**config.mk**
```make
export PLATFORM = sky130hd
export DESIGN_NAME = window_mac_flat
export DESIGN_NICKNAME = d
export VERILOG_FILES = /design/src/rtl/window_mac_if.sv /design/src/rtl/window_mac.sv /design/src/flat_wrapper.sv
export SDC_FILE = /design/constraint.sdc
export NUM_CORES = 2
export LEC_CHECK = 0
export ABC_AREA = 1
export BUFFER_PORTS_ARGS = -buffer_cell sky130_fd_sc_hd__buf_2
export CAP_MARGIN = 5
export CORE_MARGIN = 3
export CORE_UTILIZATION = 50
export CTS_CLUSTER_DIAMETER = 50
export DETAILED_ROUTE_END_ITERATION = 7
export HOLD_SLACK_MARGIN = 0.02
export PLACE_DENSITY_LB_ADDON = 0.2
export SLEW_MARGIN = 5
export SYNTH_ARGS = -nofsm -noshare
export SYNTH_HDL_FRONTEND = slang
export SYNTH_SLANG_ARGS = --single-unit
export TNS_END_PERCENT = 50
```
**constraint.sdc**
```tcl
create_clock -name clk -period 10.7 [get_ports clk]
set_input_delay 1.07 -clock clk [delete_from_list [all_inputs] [get_ports clk]]
set_output_delay 1.07 -clock clk [all_outputs]
set_load 0.01 [all_outputs]
```
**src/rtl/window_mac_if.sv**
```systemverilog
// window_mac_if: control, window-stream and result-stream signals of window_mac.
//   master : drives weightLoad/weightIn, start/accumLen, windowValid/windowIn, resultReady
//   slave  : drives windowReady, busy, resultValid/result, done
// Kernel and window elements are packed with element k at bits [k*DataWidth +: DataWidth].
interface window_mac_if #(
  parameter int unsigned MaxWidth   = 9,
  parameter int unsigned DataWidth  = 8,
  parameter int unsigned AccWidth   = 24,
  parameter int unsigned CountWidth = 8
) ();
  logic                          weightLoad;
  logic [MaxWidth*DataWidth-1:0] weightIn;
  logic                          start;
  logic [CountWidth-1:0]         accumLen;
  logic                          windowValid;
  logic [MaxWidth*DataWidth-1:0] windowIn;
  logic                          windowReady;
  logic                          busy;
  logic                          resultValid;
  logic [AccWidth-1:0]           result;
  logic                          resultReady;
  logic                          done;

  modport master (
    output weightLoad, weightIn, start, accumLen, windowValid, windowIn, resultReady,
    input  windowReady, busy, resultValid, result, done
  );

  modport slave (
    input  weightLoad, weightIn, start, accumLen, windowValid, windowIn, resultReady,
    output windowReady, busy, resultValid, result, done
  );
endinterface

```
**src/rtl/window_mac.sv**
```systemverilog
// window_mac: signed dot product of each incoming activation window against a
// locally held kernel, accumulated over accumLen windows (0 treated as 1) and
// presented on a valid/ready result port.
//   clk  : rising-edge clock
//   rst  : asynchronous active-low reset
//   bus  : window_mac_if.slave (kernel load, job start, window stream, result stream)
// Build option: define SATURATE_EN to clamp the accumulator to the signed
// AccWidth range instead of wrapping.
module window_mac #(
  parameter int unsigned MaxWidth   = 9,
  parameter int unsigned DataWidth  = 8,
  parameter int unsigned AccWidth   = 24,
  parameter int unsigned CountWidth = 8
) (
  input  logic         clk,
  input  logic         rst,
  window_mac_if.slave  bus
);
  localparam int unsigned ProdWidth = 2 * DataWidth;
  localparam int unsigned SumWidth  = 2 * DataWidth + $clog2(MaxWidth);

  typedef enum logic [1:0] {IDLE, RUN, DRAIN, OUT} state_t;

  state_t                          state, state_next;
  logic [MaxWidth*DataWidth-1:0]   kernel, win_q;
  logic [CountWidth-1:0]           len, count;
  logic                            v1, v2, v3;
  logic signed [ProdWidth-1:0]     prod_c [MaxWidth];
  logic signed [ProdWidth-1:0]     prod_q [MaxWidth];
  logic signed [SumWidth-1:0]      sum_c, sum_q;
  logic signed [AccWidth-1:0]      acc, acc_next, result_q;
  logic                            result_valid_q;
  logic                            window_ready, accept, drained, done_c, busy_c;

  function automatic logic signed [ProdWidth-1:0] mul(
    input logic signed [DataWidth-1:0] a,
    input logic signed [DataWidth-1:0] b
  );
    logic signed [ProdWidth-1:0] ae, be;
    ae = ProdWidth'(a);
    be = ProdWidth'(b);
    return ae * be;
  endfunction

  // Stage 1 registers the accepted window; stage 2 holds the products; stage 3
  // holds their sum, which is added into the accumulator on the following edge.
  // A window accepted at edge T therefore lands in the accumulator at T+3.
  always_comb begin
    for (int unsigned k = 0; k < MaxWidth; k++)
      prod_c[k] = mul(win_q[k*DataWidth +: DataWidth], kernel[k*DataWidth +: DataWidth]);
  end

  always_comb begin
    sum_c = '0;
    for (int unsigned k = 0; k < MaxWidth; k++)
      sum_c = sum_c + SumWidth'(prod_q[k]);
  end

`ifdef SATURATE_EN
  logic signed [AccWidth:0] acc_wide;
  always_comb begin
    acc_wide = (AccWidth+1)'(acc) + (AccWidth+1)'(sum_q);
    // One guard bit is enough: |sum| is far below 2^(AccWidth-1).
    if (acc_wide[AccWidth] != acc_wide[AccWidth-1])
      acc_next = acc_wide[AccWidth] ? {1'b1, {(AccWidth-1){1'b0}}}
                                    : {1'b0, {(AccWidth-1){1'b1}}};
    else
      acc_next = acc_wide[AccWidth-1:0];
  end
`else
  always_comb acc_next = acc + AccWidth'(sum_q);
`endif

  assign drained = !v1 && !v2 && !v3;

  always_comb begin
    state_next   = state;
    window_ready = 1'b0;
    busy_c       = 1'b0;
    done_c       = 1'b0;
    unique case (state)
      IDLE: if (bus.start) state_next = RUN;
      RUN: begin
        busy_c       = 1'b1;
        window_ready = (count < len);
        if (bus.windowValid && window_ready && (count + 1'b1) == len)
          state_next = DRAIN;
      end
      DRAIN: begin
        busy_c = 1'b1;
        if (drained) state_next = OUT;
      end
      OUT: begin
        busy_c = 1'b1;
        done_c = bus.resultReady;
        if (bus.resultReady) state_next = IDLE;
      end
      default: state_next = IDLE;
    endcase
  end

  assign accept = bus.windowValid && window_ready;

  always_ff @(posedge clk or negedge rst) begin
    if (!rst) begin
      state          <= IDLE;
      kernel         <= '0;
      len            <= '0;
      count          <= '0;
      win_q          <= '0;
      v1             <= 1'b0;
      v2             <= 1'b0;
      v3             <= 1'b0;
      prod_q         <= '{default: '0};
      sum_q          <= '0;
      acc            <= '0;
      result_q       <= '0;
      result_valid_q <= 1'b0;
    end else begin
      state <= state_next;
      v1    <= accept;
      v2    <= v1;
      v3    <= v2;
      if (accept) win_q  <= bus.windowIn;
      if (v1)     prod_q <= prod_c;
      if (v2)     sum_q  <= sum_c;
      if (v3)     acc    <= acc_next;
      unique case (state)
        IDLE: begin
          // Kernel load and start on the same edge: the job sees the new kernel,
          // since no window can be accepted before RUN.
          if (bus.weightLoad) kernel <= bus.weightIn;
          if (bus.start) begin
            len   <= (bus.accumLen == '0) ? CountWidth'(1) : bus.accumLen;
            count <= '0;
            acc   <= '0;
          end
        end
        RUN: if (accept) count <= count + 1'b1;
        DRAIN: if (drained) begin
          result_q       <= acc;
          result_valid_q <= 1'b1;
        end
        OUT: if (bus.resultReady) result_valid_q <= 1'b0;
        default: ;
      endcase
    end
  end

  assign bus.windowReady = window_ready;
  assign bus.busy        = busy_c;
  assign bus.resultValid = result_valid_q;
  assign bus.result      = result_q;
  assign bus.done        = done_c;
endmodule

```
**src/flat_wrapper.sv**
```systemverilog
// flat-port wrapper written by rule: the top's interface ports become plain ports
module window_mac_flat 
#(
  parameter int unsigned MaxWidth   = 9,
  parameter int unsigned DataWidth  = 8,
  parameter int unsigned AccWidth   = 24,
  parameter int unsigned CountWidth = 8
)
  (clk, rst, bus_weightLoad, bus_weightIn, bus_start, bus_accumLen, bus_windowValid, bus_windowIn, bus_resultReady, bus_windowReady, bus_busy, bus_resultValid, bus_result, bus_done);
  window_mac_if #(.MaxWidth(MaxWidth), .DataWidth(DataWidth), .AccWidth(AccWidth), .CountWidth(CountWidth)) bus_i ();
  input  logic clk;
  input  logic rst;
  input wire logic [$bits(bus_i.weightLoad)-1:0] bus_weightLoad;
  input wire logic [$bits(bus_i.weightIn)-1:0] bus_weightIn;
  input wire logic [$bits(bus_i.start)-1:0] bus_start;
  input wire logic [$bits(bus_i.accumLen)-1:0] bus_accumLen;
  input wire logic [$bits(bus_i.windowValid)-1:0] bus_windowValid;
  input wire logic [$bits(bus_i.windowIn)-1:0] bus_windowIn;
  input wire logic [$bits(bus_i.resultReady)-1:0] bus_resultReady;
  output wire logic [$bits(bus_i.windowReady)-1:0] bus_windowReady;
  output wire logic [$bits(bus_i.busy)-1:0] bus_busy;
  output wire logic [$bits(bus_i.resultValid)-1:0] bus_resultValid;
  output wire logic [$bits(bus_i.result)-1:0] bus_result;
  output wire logic [$bits(bus_i.done)-1:0] bus_done;
  assign bus_i.weightLoad = bus_weightLoad;
  assign bus_i.weightIn = bus_weightIn;
  assign bus_i.start = bus_start;
  assign bus_i.accumLen = bus_accumLen;
  assign bus_i.windowValid = bus_windowValid;
  assign bus_i.windowIn = bus_windowIn;
  assign bus_i.resultReady = bus_resultReady;
  assign bus_windowReady = bus_i.windowReady;
  assign bus_busy = bus_i.busy;
  assign bus_resultValid = bus_i.resultValid;
  assign bus_result = bus_i.result;
  assign bus_done = bus_i.done;
  window_mac #(.MaxWidth(MaxWidth), .DataWidth(DataWidth), .AccWidth(AccWidth), .CountWidth(CountWidth)) u_core (.clk(clk), .rst(rst), .bus(bus_i));
endmodule
```
Word-level counts from Yosys, hierarchy flattened
Cells that the tools add are included.
{"block": "op_classes", "addsub": 10, "n_mul": 9, "order_cmp": 1, "n_eq_ne": 9, "n_mux": 18, "reduce_logical": 19}
{"cell": "$mul A8 B8 Y16", "count": 9}
{"cell": "$add A20 B16 Y20", "count": 6}
{"cell": "$mux W24", "count": 3}
{"cell": "$add A24 B20 Y24", "count": 1}
{"cell": "$mux W8", "count": 3}
{"cell": "$add A17 B16 Y18", "count": 1}
{"cell": "$add A16 B16 Y17", "count": 1}
{"cell": "$pmux W8 S2", "count": 1}
{"cell": "$add A8 B1 Y8 const B", "count": 1}
{"cell": "$eq A8 B8 Y1", "count": 1}
{"cell": "$logic_not A8 Y1", "count": 1}
{"cell": "$lt A8 B8 Y1", "count": 1}
{"cell": "$mux W2", "count": 4}
{"cell": "$pmux W2 S4", "count": 1}
{"cell": "$ne A2 B1 Y1 const B", "count": 3}
{"cell": "$reduce_and A2 Y1", "count": 3}
{"cell": "$reduce_and A3 Y1", "count": 2}
{"cell": "$logic_and A1 B1 Y1", "count": 5}
{"cell": "$mux W1", "count": 5}
{"cell": "$eq A2 B2 Y1 const B", "count": 2}
{"cell": "$ne A2 B2 Y1 const B", "count": 2}
{"cell": "$reduce_and A4 Y1", "count": 1}
{"cell": "$reduce_bool A2 Y1", "count": 2}
{"cell": "$logic_not A1 Y1", "count": 3}
{"cell": "other kinds (4)", "count": 4}
{"block": "word_totals", "regBits": 378, "inputBits": 158, "elab_cells": 87}

Logic depth before layout (Yosys ltp)
{"block": "logic_depth", "ltp_word": 8, "mapped_depth": 31}

Worst setup path before layout
Ideal clock, no wire load.
{"block": "synth_timing", "path_kind": "register -> register", "startpoint": "register u_core.prod_q[113] in the netlist's numbering", "endpoint": "register u_core.sum_q[18]", "setup_ns": 0.118, "arrival_ns": 5.462, "slack_ns": 5.120, "path_stages_with_launch": 29, "period_less_slack_ns": 5.580, "cell_sequence": "dfrtp_1 inv_1 fa_1 inv_1 ha_1 inv_1 fa_1 nand3b_1 nand2_1 nand2_1 nand2_1 o21ai_0 o21ai_1 a21oi_1 xnor2_1 fa_1 inv_1 fa_1 fa_1 fa_1 inv_1 ha_1 a21oi_1 o21ai_0 a21oi_1 nand3_1 or2_1 nand3_1 nand2_1"}
{"block": "synth_between", "elab_chain_len": 8}
{"element": "start: declaration", "line_no": "window_mac.sv:29", "source": "logic signed [ProdWidth-1:0] prod_q [MaxWidth];"}
{"element": "start signal: assignment", "line_no": "window_mac.sv:125", "source": "if (v1) prod_q <= prod_c;"}
{"element": "$add A16 B16 Y17", "line_no": "window_mac.sv:56", "source": "sum_c = sum_c + SumWidth'(prod_q[k]);"}
{"element": "$add A17 B16 Y18", "line_no": "window_mac.sv:56"}
{"element": "$add A20 B16 Y20 (6 in a row)", "line_no": "window_mac.sv:56"}
{"element": "end signal: assignment", "line_no": "window_mac.sv:126", "source": "if (v2) sum_q <= sum_c;"}
{"element": "end: declaration", "line_no": "window_mac.sv:30", "source": "logic signed [SumWidth-1:0] sum_c, sum_q;"}
No other way between the ends.
A chain may end at the register's enable or synchronous reset.

Worst setup path after layout
Same ends and word-level chain as after synthesis.

==> run summary <==
The flow ran to the end, and the final reports show no timing, DRC or antenna violations. The count of filler cells inserted in the layout is 8113. The aggregate global-route resource usage is 0.227. The cell type with the highest occurrence count on the critical path is fa_1. The remaining global-route overflow is 0. The total DRC errors in the routed layout is 0. The biggest fanout along the worst timing path came out at 6.

Max-cap violations in this run came to 0. The tree is rooted in a clkbuf_16. The clock net in this run drives a total of 378 sinks. For this block, the routed nets add up to 98100 µm of wire. For met3 alone, demand over resource in global routing was 0.0240.

Setup violations remaining at the end of the flow were counted as 0. The number of instances in the synthesized netlist is 5255. The commonest cells after synthesis are 1323 x nand2_1, 1281 x inv_1, 601 x fa_1, 378 x dfrtp_1, 335 x ha_1.

The initial antenna violation count is 1. TritonCTS built the clock tree. The synthesis warning total is 0. For met1 alone, demand over resource in global routing was 0.326. The post-DP HPWL is 79300 µm. The netlist area before placement came out at 0.0432 mm². The maximum clock frequency is 160 MHz. The met2 usage came out at 0.371. In this run the worst hold path is classified as input port to async pin. The hold violation total from the final report was 0.

The number of different library cells used by synthesis comes to 52. On the critical path, the stage with the largest delay is an instance of fa_1. The number of buffers inserted for hold repair after clock tree synthesis came out at 0. The number of register bits inferred by synthesis is 378. The global-route wire length before repair is 166000 µm.

The total count of max-transition violations in the final report came out at 0. Of all cell types, the one taking the most synthesized area is fa_1. The via count of the first global-routing pass came to 32600.

The buffers inserted during post-CTS setup optimization came out at 0. The effective utilization at floorplan came out at 0.506. The worst setup path is of the register to register kind. Setup repair after global routing left no endpoint under its margin.

The number of enable-type register cells in the synthesized netlist is 0. In the post-synthesis netlist, the biggest area contributors are fa_1 28%, dfrtp_1 22%, nand2_1 11%. The total negative slack is 0 ns.

The H-tree depth reported by CTS is 2. The share of synthesized area occupied by flip-flops and latches came out at 0.219. The number of antenna diodes in the final layout is 0. The core area came out at 0.0854 mm². The required time of the worst setup path came out at 11.23 ns. The critical path data arrival time came out at 6.76 ns. STA classifies the critical path endpoint as a register. The number of clock buffers inserted by TritonCTS is 58. The most frequent cell after synthesis is nand2_1. In this run the most used layer during global routing was met2. The register clock-pin slew on the reported worst setup and hold paths is 0.05 ns. For this block, the initial DRC count from the detailed router was 1568. The routed via count divided by cell count is 4.93. The synthesized area per cell came out at 8.22 µm².

The average detailed-routed wire length per instance came out at 15.1 µm. The clock latency at the later pin of the worst-skew pair is 0.66 ns. The minimum clock period after layout came out at 6.23 ns. Summing over every cut layer, the via total after detailed routing is 32000.

The delay of the slowest cell on the worst path is 0.51 ns. The die footprint is 0.0900 mm². The fraction of the cycle the final worst path needs came out at 0.582. Of the cells placed in the final design, the portion with a size suffix greater than 1 is 0.0889. The sort of element at the start of the critical path is a register. The die is 300 µm tall. The share of synthesized area in the top cell type comes to 0.279. The quantity of gates resized following cts is 0. At the end of routability-driven placement, the weighted congestion stood at 0.897. In this run the count of I/O pins placed on the die edge is 186. The top flip-flop cell by instance count after synthesis is dfrtp_1. The actual slew at the worst max-slew pin is 0.957 ns. In this run the tightest slew margin relative to its limit is 0.362.

The total iterations of the first detailed-routing run is 6. The async set or reset register ratio after synthesis came out at 1.00. The number of nets in the layout came out at 6401. The final worst clock skew came out at 0.0193 ns. In this run the core area contains 107 standard-cell rows. The count of buffers from port buffering is 185. The number of nets handed over by synthesis was 6349. Entering global routing, the biggest net connects 89 pins.

The detail route stage leaves a number of antenna-violating nets equal to 0. The die boundary width came out at 300 µm. The clock tree buffer depth is 3. The area growth from synthesis to layout came out at 8.25%.
-- state kept, by name, indices dropped and copies added (netlist names) --
name and cells:
u_core.acc 24, u_core.sum_q 20, u_core.v1 1, u_core.count 8
u_core.bus.resultValid 1, u_core.bus.result 24, u_core.prod_q 144, u_core.v2 1
u_core.state 2, u_core.len 8, u_core.win_q 72, u_core.v3 1
u_core.kernel 72
-- routing by layer --
layer | wire length (µm) | vias up
met3 | 3700 | 107
met5 | 13 | -
li1 | - | 15800
met2 | 46100 | 519
met1 | 46300 | 15600
met4 | 2060 | 2
-- logic make-up after synthesis --
kind of cell / Yosys count / share of synthesized area
multiplexers: 69 / 0.0180
AO/OA/AOI/OAI: 468 / 0.0601
AND/OR/NAND/NOR: 1775 / 0.168
XOR/XNOR: 134 / 0.0272
buffers and inverters: 1495 / 0.132
flip-flops: 378 / 0.219
adder cells (fa/ha/maj): 936 / 0.376
-- path summary, 6_finish.rpt --
check                                                       from                               end  slack (ns)  depth (start not counted)
worst max register to register    u_core.prod_q[113]$_DFFE_PN0P_      u_core.sum_q[18]$_DFFE_PN0P_        4.47                         28
worst max-delay path              u_core.prod_q[113]$_DFFE_PN0P_      u_core.sum_q[18]$_DFFE_PN0P_        4.47                         28
worst min register to register  u_core.bus.result[0]$_DFFE_PN0P_  u_core.bus.result[0]$_DFFE_PN0P_        0.47                          2
max in group asynchronous                                    rst    u_core.prod_q[137]$_DFFE_PN0P_        8.05                          3
worst min-delay path                                         rst       u_core.count[3]$_DFFE_PN0P_        0.44                          1
min in group clk                u_core.bus.result[0]$_DFFE_PN0P_  u_core.bus.result[0]$_DFFE_PN0P_        0.47                          2
-- area by class of cell --
type	instances	area, µm²	share of cell area
clock buffers	70	1580	0.0337
clock inverters	37	357	0.00763
inverters	1289	4840	0.104
multi-input cells	3382	28100	0.600
flip-flops and latches	378	9460	0.202
well taps	1144	1430	0.0306
repair buffers	198	1030	0.0221
-- placed cells by master, fill, tap and decap left out, drive strengths merged, types with 8 or more instances in the layout --
cell type / count
ha: 335
o31ai: 10
a21o: 8
nor2: 125
o21bai: 17
clkinv: 13
xor2: 59
nand2: 1331
mux2: 69
dfrtp: 378
xnor2: 75
nor3: 30
buf: 198
a31oi: 27
or2: 76
nand4: 29
a21oi: 157
a21boi: 15
o21ai: 217
fa: 601
nand2b: 10
clkinvlp: 8
inv: 1303
nand3: 165
clkbuf: 70
-- through the flow --
stage               instance area [µm²]  hold WS, ns  setup WS (ns)  utilization  cells
floorplan                         43200        0.352           5.12            -   5255
global placement                  44800        0.460           4.61        0.525   6391
detailed placement                44800        0.468           4.53        0.525   6391
CTS                               46800        0.415           4.50        0.547   6498
global route                      46800        0.471           3.97        0.547   6498
finish                            46800        0.436           4.47        0.547   6498
-- critical path, delay by kind of cell (launching register included) --
| kind | cells | cell delay [ns] |
|---|---|---|
| simple gates | 8 | 0.91 |
| xor+xnor | 1 | 0.15 |
| fa+ha+maj | 8 | 3.21 |
| buf+inv | 5 | 0.32 |
| flops | 1 | 0.36 |
| compound gates | 6 | 1.19 |
Power is not shown: default switching activity piles up to over one toggle a cycle in this logic, so the estimate is an artifact.
